### src/rtl/chroni_vram_pkg.sv
// Shared widths, requester tags and grant-bit indices for the Chroni VRAM arbiter.
// The DMA requester is only arbitrated when CHRONI_VRAM_DMA_EN is defined.
package chroni_vram_pkg;

  localparam int VRAM_AW = 17;
  localparam int VRAM_DW = 8;

  localparam logic [1:0] TAG_DISP = 2'd0;
  localparam logic [1:0] TAG_CPU  = 2'd1;
  localparam logic [1:0] TAG_DMA  = 2'd2;

  localparam int GNT_DISP = 0;
  localparam int GNT_CPU  = 1;
  localparam int GNT_DMA  = 2;

  typedef struct packed {
    logic       valid;
    logic [1:0] tag;
  } rd_tag_t;

endpackage

### src/rtl/chroni_vram_rd_pipe.sv
// In-order {valid, tag} shift pipeline tracking reads in flight to VRAM.
// No backpressure: one entry enters and one leaves every cycle.
module chroni_vram_rd_pipe
  import chroni_vram_pkg::*;
#(
  parameter int DEPTH = 2
) (
  input  logic       clk,
  input  logic       rst_n,
  input  logic       in_valid,
  input  logic [1:0] in_tag,
  output logic       out_valid,
  output logic [1:0] out_tag
);

  rd_tag_t pipe_q [DEPTH];
  rd_tag_t pipe_d [DEPTH];

  always_comb begin
    pipe_d[0] = {in_valid, in_tag};
    for (int i = 1; i < DEPTH; i++) begin
      pipe_d[i] = pipe_q[i-1];
    end
  end

  always_ff @(posedge clk or negedge rst_n) begin
    if (!rst_n) begin
      pipe_q <= '{default: '0};
    end else begin
      pipe_q <= pipe_d;
    end
  end

  assign out_valid = pipe_q[DEPTH-1].valid;
  assign out_tag   = pipe_q[DEPTH-1].tag;

endmodule

### src/rtl/chroni_vram_arbiter.sv
// Single-port VRAM arbiter: display > cpu > dma with starvation override.
// DMA arbitration is built only when CHRONI_VRAM_DMA_EN is defined.
module chroni_vram_arbiter
  import chroni_vram_pkg::*;
#(
  parameter int STARVE_LIMIT = 4,
  parameter int RD_LATENCY   = 2
) (
  input  logic                 sys_clk,
  input  logic                 reset_n,
  input  logic                 disp_req,
  input  logic [VRAM_AW-1:0]   disp_addr,
  input  logic                 cpu_req,
  input  logic                 cpu_we,
  input  logic [VRAM_AW-1:0]   cpu_addr,
  input  logic [VRAM_DW-1:0]   cpu_wr_data,
  input  logic                 dma_req,
  input  logic                 dma_we,
  input  logic [VRAM_AW-1:0]   dma_addr,
  input  logic [VRAM_DW-1:0]   dma_wr_data,
  output logic [2:0]           gnt,
  output logic                 rd_valid,
  output logic [1:0]           rd_tag,
  output logic [VRAM_DW-1:0]   rd_data,
  output logic                 mem_en,
  output logic                 mem_we,
  output logic [VRAM_AW-1:0]   mem_addr,
  output logic [VRAM_DW-1:0]   mem_wr_data,
  input  logic [VRAM_DW-1:0]   mem_rd_data
);

  localparam int AGE_W = $clog2(STARVE_LIMIT + 1);
  localparam logic [AGE_W-1:0] AGE_MAX = AGE_W'(STARVE_LIMIT);

  logic [AGE_W-1:0] cpu_age_q, cpu_age_d;
  logic             cpu_sat, dma_sat, dma_req_i;
  logic             cpu_hi, dma_hi;
  logic [2:0]       gnt_c;

  assign cpu_sat = (cpu_age_q == AGE_MAX);

`ifdef CHRONI_VRAM_DMA_EN
  logic [AGE_W-1:0] dma_age_q, dma_age_d;

  assign dma_req_i = dma_req;
  assign dma_sat   = (dma_age_q == AGE_MAX);

  always_comb begin
    dma_age_d = '0;
    if (dma_req && !gnt_c[GNT_DMA]) begin
      dma_age_d = dma_sat ? dma_age_q : dma_age_q + 1'b1;
    end
  end

  always_ff @(posedge sys_clk or negedge reset_n) begin
    if (!reset_n) begin
      dma_age_q <= '0;
    end else begin
      dma_age_q <= dma_age_d;
    end
  end
`else
  logic unused_dma_req;

  assign unused_dma_req = dma_req;
  assign dma_req_i      = 1'b0;
  assign dma_sat        = 1'b0;
`endif

  // Starved requesters pre-empt display; a starved cpu beats a starved dma.
  assign cpu_hi = cpu_req & cpu_sat;
  assign dma_hi = dma_req_i & dma_sat;

  always_comb begin
    gnt_c = '0;
    gnt_c[GNT_CPU]  = cpu_hi | (cpu_req & ~dma_hi & ~disp_req);
    gnt_c[GNT_DMA]  = ~gnt_c[GNT_CPU] &
                      (dma_hi | (dma_req_i & ~disp_req));
    gnt_c[GNT_DISP] = disp_req & ~cpu_hi & ~dma_hi;
    gnt_c = gnt_c & {3{reset_n}};
  end

  assign gnt = gnt_c;

  always_comb begin
    cpu_age_d = '0;
    if (cpu_req && !gnt_c[GNT_CPU]) begin
      cpu_age_d = cpu_sat ? cpu_age_q : cpu_age_q + 1'b1;
    end
  end

  logic               xfer, sel_we;
  logic [VRAM_AW-1:0] sel_addr;
  logic [VRAM_DW-1:0] sel_wdata;
  logic [1:0]         sel_tag;

  assign xfer = |gnt_c;

  always_comb begin
    sel_we    = 1'b0;
    sel_addr  = disp_addr;
    sel_wdata = '0;
    sel_tag   = TAG_DISP;
    unique case (1'b1)
      gnt_c[GNT_CPU]: begin
        sel_we    = cpu_we;
        sel_addr  = cpu_addr;
        sel_wdata = cpu_wr_data;
        sel_tag   = TAG_CPU;
      end
      gnt_c[GNT_DMA]: begin
        sel_we    = dma_we;
        sel_addr  = dma_addr;
        sel_wdata = dma_wr_data;
        sel_tag   = TAG_DMA;
      end
      default: ;
    endcase
  end

  logic               mem_en_q, mem_en_d;
  logic               mem_we_q, mem_we_d;
  logic [VRAM_AW-1:0] mem_addr_q, mem_addr_d;
  logic [VRAM_DW-1:0] mem_wd_q, mem_wd_d;
  logic               pipe_valid;
  logic [1:0]         pipe_tag;
  logic               rd_valid_q, rd_valid_d;
  logic [1:0]         rd_tag_q, rd_tag_d;
  logic [VRAM_DW-1:0] rd_data_q, rd_data_d;

  always_comb begin
    mem_en_d   = xfer;
    mem_we_d   = xfer & sel_we;
    mem_addr_d = xfer ? sel_addr : mem_addr_q;
    mem_wd_d   = xfer ? sel_wdata : mem_wd_q;
    rd_valid_d = pipe_valid;
    rd_tag_d   = pipe_valid ? pipe_tag : rd_tag_q;
    rd_data_d  = pipe_valid ? mem_rd_data : rd_data_q;
  end

  chroni_vram_rd_pipe #(
    .DEPTH(RD_LATENCY)
  ) u_rd_pipe (
    .clk      (sys_clk),
    .rst_n    (reset_n),
    .in_valid (xfer & ~sel_we),
    .in_tag   (sel_tag),
    .out_valid(pipe_valid),
    .out_tag  (pipe_tag)
  );

  always_ff @(posedge sys_clk or negedge reset_n) begin
    if (!reset_n) begin
      cpu_age_q  <= '0;
      mem_en_q   <= 1'b0;
      mem_we_q   <= 1'b0;
      mem_addr_q <= '0;
      mem_wd_q   <= '0;
      rd_valid_q <= 1'b0;
      rd_tag_q   <= '0;
      rd_data_q  <= '0;
    end else begin
      cpu_age_q  <= cpu_age_d;
      mem_en_q   <= mem_en_d;
      mem_we_q   <= mem_we_d;
      mem_addr_q <= mem_addr_d;
      mem_wd_q   <= mem_wd_d;
      rd_valid_q <= rd_valid_d;
      rd_tag_q   <= rd_tag_d;
      rd_data_q  <= rd_data_d;
    end
  end

  assign mem_en      = mem_en_q;
  assign mem_we      = mem_we_q;
  assign mem_addr    = mem_addr_q;
  assign mem_wr_data = mem_wd_q;
  assign rd_valid    = rd_valid_q;
  assign rd_tag      = rd_tag_q;
  assign rd_data     = rd_data_q;

endmodule
### config.mk
export PLATFORM = sky130hd
export DESIGN_NAME = chroni_vram_arbiter
export DESIGN_NICKNAME = d
export VERILOG_FILES = /design/src/rtl/chroni_vram_pkg.sv /design/src/rtl/chroni_vram_rd_pipe.sv /design/src/rtl/chroni_vram_arbiter.sv
export SDC_FILE = /design/constraint.sdc
export NUM_CORES = 1
export LEC_CHECK = 0
export CAP_MARGIN = 5
export CORE_MARGIN = 2
export CORE_UTILIZATION = 41
export CTS_BUF_LIST = sky130_fd_sc_hd__clkbuf_8
export CTS_CLUSTER_SIZE = 16
export DETAILED_ROUTE_END_ITERATION = 6
export PLACE_DENSITY = 0.95
export SLEW_MARGIN = 40
export SYNTH_ARGS = -nofsm -noshare
export SYNTH_HDL_FRONTEND = slang
export SYNTH_SLANG_ARGS = --single-unit
### constraint.sdc
create_clock -name sys_clk -period 3.65 [get_ports sys_clk]
set_input_delay 0.365 -clock sys_clk [delete_from_list [all_inputs] [get_ports sys_clk]]
set_output_delay 0.365 -clock sys_clk [all_outputs]
set_load 0.02 [all_outputs]
# After elaboration in Yosys (flattened, before gate mapping)
# Index checks and enable logic that the tools add are counted.
# totals
output_inout_bits	41
reg_bits	47
wordCells	34
inputBits	82
# op_classes
reduce_logical	3
n_addsub	1
eq_ne	2
n_bitwise	10
n_mux	6
# ops
operator	n
one-hot mux 17 bit (2 select lines)	1
one-hot mux 8 bit (2 select lines)	1
two-way mux 3 bit	2
bitwise AND 1 bit	5
one-hot mux 2 bit (2 select lines)	1
adder 3 x 1 -> 3 bit (second input constant)	1
bitwise AND 2 x 3 -> 3 bit	1
== test 3 bit (second input constant)	1
inverter 1 bit	3
OR reduction 3 bit	1
!= test 2 bit (second input constant)	1
one-hot mux 1 bit (2 select lines)	1
logical AND 1 bit	1
logical NOT 1 bit	1
OR 1 bit	1

# Depth between registers and ports, before layout
# depth
ltp_word	8
mapped_depth	7
mapped_depth_nobuf	5

# Cells and area by module
# From an unflattened synthesis, not the netlist that was laid out.
# unflattened
cells_unflattened	177
area_unflattened_um2	2117.0
# modules_own_cells
mod	instances	cells_per_inst	seq_area_each_um2	area_each_um2
chroni_vram_arbiter	1	171	1026.0	1966.9
chroni_vram_rd_pipe	1	6	150.1	150.1

# Least setup slack after synthesis
# No wires, ideal clock.
# synth_timing
path_type	register -> output
from	register cpu_age_q[0]
to	output gnt[1]
required_ps	3285
arrival_ps	1241
path_buffers	2
stages_incl_launch_ff	7
path_slack_ps	2044
cell_sequence	dfrtp_1 -> inv_1 -> ha_1 -> a21boi_4 -> nor2_1 -> buf_2 -> buf_4
# synth_between
elab_chain_cells	4
# synth_lines
item	line_no	text
from (decl)	chroni_vram_arbiter.sv:35	logic [AGE_W-1:0] cpu_age_q, cpu_age_d;
from (signal assigned)	chroni_vram_arbiter.sv:163	cpu_age_q <= cpu_age_d;
== test 3 bit	chroni_vram_arbiter.sv:40	assign cpu_sat = (cpu_age_q == AGE_MAX);
bitwise AND 1 bit	chroni_vram_arbiter.sv:71	assign cpu_hi = cpu_req & cpu_sat;
OR 1 bit	chroni_vram_arbiter.sv:76	gnt_c[GNT_CPU] = cpu_hi | (cpu_req & ~dma_hi & ~disp_req);
bitwise AND 2 x 3 -> 3 bit	chroni_vram_arbiter.sv:80	gnt_c = gnt_c & {3{reset_n}};
to (decl)	chroni_vram_arbiter.sv:21	output logic [2:0] gnt,
# Every way passes these cells.

# Worst setup path after layout
# Ends and elaborated chain as after synthesis.

==> results.py <==
metrics = {
    "outcome": {
        "status": "complete, no violations",
    },
    "die": {
        "die_y_um": 74.62,
        "row_count": 25,
        "floorplan.initialDensity_pct": 43.00,
        "die_w_um": 74.62,
        "io_pins": 123,
        "coreArea_sq_um": 4755,
        "dieArea_sq_um": 5567,
    },
    "synth": {
        "yosysTopAreaCell": "dfrtp_1",
        "synth_area_sq_um": 2044,
        "avgSynthCellArea_sq_um": 11.68,
        "synthCells": 175,
        "synth_cell_types": 29,
        "synth_top_area_share_pct": 53.86,
        "synth_seq_cells": 44,
        "seq_area_frac_synth_pct": 53.86,
        "synthTopCellsByArea": "dfrtp_1 (54%), a41oi_2 (8.0%), mux2_2 (5.0%)",
        "yosysWarnings": 0,
    },
    "grt": {
        "grt_pass1_wl_um": 8128,
        "grt_usage_pct": 19.37,
        "antenna_found_initial": 0,
        "grt_pass1_vias": 1693,
        "grt-ovfl-total": 0,
        "grt_max_degree": 68,
    },
    "clocking": {
        "hold_buffers": 0,
        "clock-root-buffer": "clkbuf_8",
        "clk_pin_slew_ns": 0.08,
        "cts_resized": 0,
        "cts_num_sinks": 44,
        "clk_path_buf_depth": 2,
        "post_cts_buffers": 0,
        "cts_buffers": 5,
        "cts_tree": "yes",
        "cts_max_level": 2,
        "clk_latency_ns": 0.30,
    },
    "flow_run": {
        "maxCapViolations": 0,
    },
    "sta": {
        "tightest_slew_ns": 0.7311,
        "relSlewSlack_pct": 51.26,
        "finalSetupViolCount": 0,
        "slew_viol_final": 0,
        "fin_skew_ns": 0.006257,
        "post-route-min-period_ns": 2.746,
        "max_freq_mhz": 364.2,
        "fin_ws_ns": 0.9041,
        "rsz0062_at_grt": "no",
        "fin_tns_setup_ns": 0,
        "timing.final.crit_share_pct": 75.23,
        "finalHoldViolations": 0,
    },
    "finish": {
        "fillers": 402,
        "n_antenna_cell": 0,
        "final_nets": 348,
        "area.growth.synth_to_final_pct": 51.04,
        "drive_gt1_share_pct": 13.96,
    },
    "worst_setup_path": {
        "worstPathMaxFanout": 18,
        "cp.arrival_ns": 2.38,
        "end_kind": "primary output",
        "start_kind": "flip-flop",
        "crit_required_ns": 3.28,
        "worstSetupPathType": "flip-flop to primary output",
    },
    "routing": {
        "wire_per_inst_um": 15.31,
        "met2_length_um": 2490,
        "drt.antenna.violating_nets": 0,
        "dr_wl_met3_um": 396,
        "wl_met1_um": 2135,
        "num_vias": 1707,
        "wirelength_um": 5082,
        "dr.first_iter.drc_count": 71,
        "avgViaCountPerCell": 5.142,
        "drc": 0,
        "highest_layer": "met4",
        "firstDrtPassIters": 4,
    },
    "placed_design": {
        "dp_hpwl_um": 3582,
        "pre_cts_ws_ns": 0.7539,
        "portBuffers": 93,
        "place.gp.congestion": 0.7329,
    },
    "power_and_ir_drop": {
        "p_leak_nw": 1.232,
        "peakVddDrop_uv": 295.0,
        "power_density_nw_per_um2": 421.4,
    },
    "hold_path": {
        "hp-class": "input port to asynchronous set/reset pin",
    },
}
routing by layer:
metal	track usage, %	vias up
met5	0	-
met4	8.333	0
met3	5.221	7
met2	30.88	71
met1	25.00	813
li1	-	816
Yosys cell counts:
cell      count
a22o_1        8
ha_1          2
nor2b_1       2
a21boi_4      1
a21boi_0      2
mux2_2        9
nand3_1       3
a21oi_1      18
nand2b_1      1
buf_12        1
and3_1        1
buf_6         3
nand2_1       3
clkbuf_1      2
nor3_1        1
a41oi_2      10
o21ai_2       1
o21ai_0      18
a41oi_1       7
a21bo_1       1
conb_1        1
buf_2         6
and2_1        1
or3_1         2
dfrtp_1      44
nor2_1       19
inv_2         1
buf_4         5
inv_1         2
final timing paths:
| kind | startpoint | slack, ns | cells after the start | to |
|---|---|---|---|---|
| max | cpu_age_q[0]$_DFFE_PN0P_ | 0.90 | 5 | gnt[1] |
| max reg2reg | cpu_age_q[0]$_DFFE_PN0P_ | 1.78 | 5 | mem_addr[1]$_DFFE_PN0P_ |
| max in group asynchronous | reset_n | 3.11 | 2 | mem_addr[10]$_DFFE_PN0P_ |
| min reg2reg | u_rd_pipe.pipe_d[2]$_DFF_PN0_ | 0.36 | 0 | u_rd_pipe.out_valid$_DFF_PN0_ |
| min | reset_n | 0.17 | 2 | mem_addr[16]$_DFFE_PN0P_ |
| min in group sys_clk | u_rd_pipe.pipe_d[2]$_DFF_PN0_ | 0.36 | 0 | u_rd_pipe.out_valid$_DFF_PN0_ |
worst max-delay path, stage by stage (launching register included):
cell             delay [ns]
dfrtp_1                0.39
inv_1                  0.09
ha_1                   0.28
a21boi_4               0.18
nor2_2                 0.44
clkdlybuf4s50_1        0.71
metrics by stage:
step           std cells  hold slack, ns  cell area (sq um)  util (%)  power (mW)
5_1_grt              332          0.2097               3088     64.95       1.370
3_5_place_dp         324          0.3365               2967     62.39      0.9305
2_1_floorplan        176         0.06941               2048         -      0.7456
6_report             332          0.1704               3088     64.95       1.301
3_3_place_gp         324          0.3325               2967     62.39      0.9211
4_1_cts              332          0.2741               3082     64.82       1.316
cells in the final DEF (no fill, tap or decap), types with 2 or more instances in the layout:
master,netlist,layout
a21boi_0,2,2
a21oi_1,18,18
a22o_1,8,8
a41oi_1,7,7
a41oi_2,10,10
buf_4,5,4
clkbuf_8,0,5
clkdlybuf4s50_1,0,92
conb_1,1,2
dfrtp_1,44,44
ha_1,2,2
inv_1,2,2
mux2_2,9,9
nand2_1,3,3
nand3_1,3,3
nor2_1,19,18
nor2b_1,2,2
o21ai_0,18,18
or3_1,2,2
area by class of cell:
| class | instances | area (sq um) | area share [%] |
|---|---|---|---|
| flip-flops and latches | 44 | 1101 | 35.66 |
| repair buffers | 98 | 967.2 | 31.32 |
| multi-input cells | 112 | 809.5 | 26.22 |
| well taps | 67 | 83.83 | 2.715 |
| clock buffers | 5 | 68.82 | 2.229 |
| clock inverters | 3 | 46.29 | 1.499 |
| inverters | 3 | 11.26 | 0.3647 |
power by group:
group / leakage (nW) / total, mW / internal, mW / switching [mW]
Clock: 0.0548 / 0.383 / 0.206 / 0.177
Combinational: 0.643 / 0.349 / 0.183 / 0.166
Sequential: 0.534 / 0.569 / 0.539 / 0.0295
Total: 1.23 / 1.30 / 0.929 / 0.372
logic make-up after synthesis:
kind of cell	count (synthesis)	share of synthesized area, %
AO/OA/AOI/OAI	66	25.77
adder cells (fa/ha/maj)	2	1.224
buffers and inverters	20	6.855
flip-flops	44	53.86
multiplexers	9	4.957
other	1	0.1834
AND/OR/NAND/NOR	33	7.160
state kept, by name (all words and copies together), names as in the netlist:
signal               flops
rd_tag                   1
mem_we                   1
cpu_age_q                3
u_rd_pipe.out_tag        1
rd_data                  8
u_rd_pipe.pipe_d         2
rd_valid                 1
u_rd_pipe.out_valid      1
mem_addr                17
mem_en                   1
mem_wr_data              8
No activity file was read; power rests on OpenSTA's default activity.
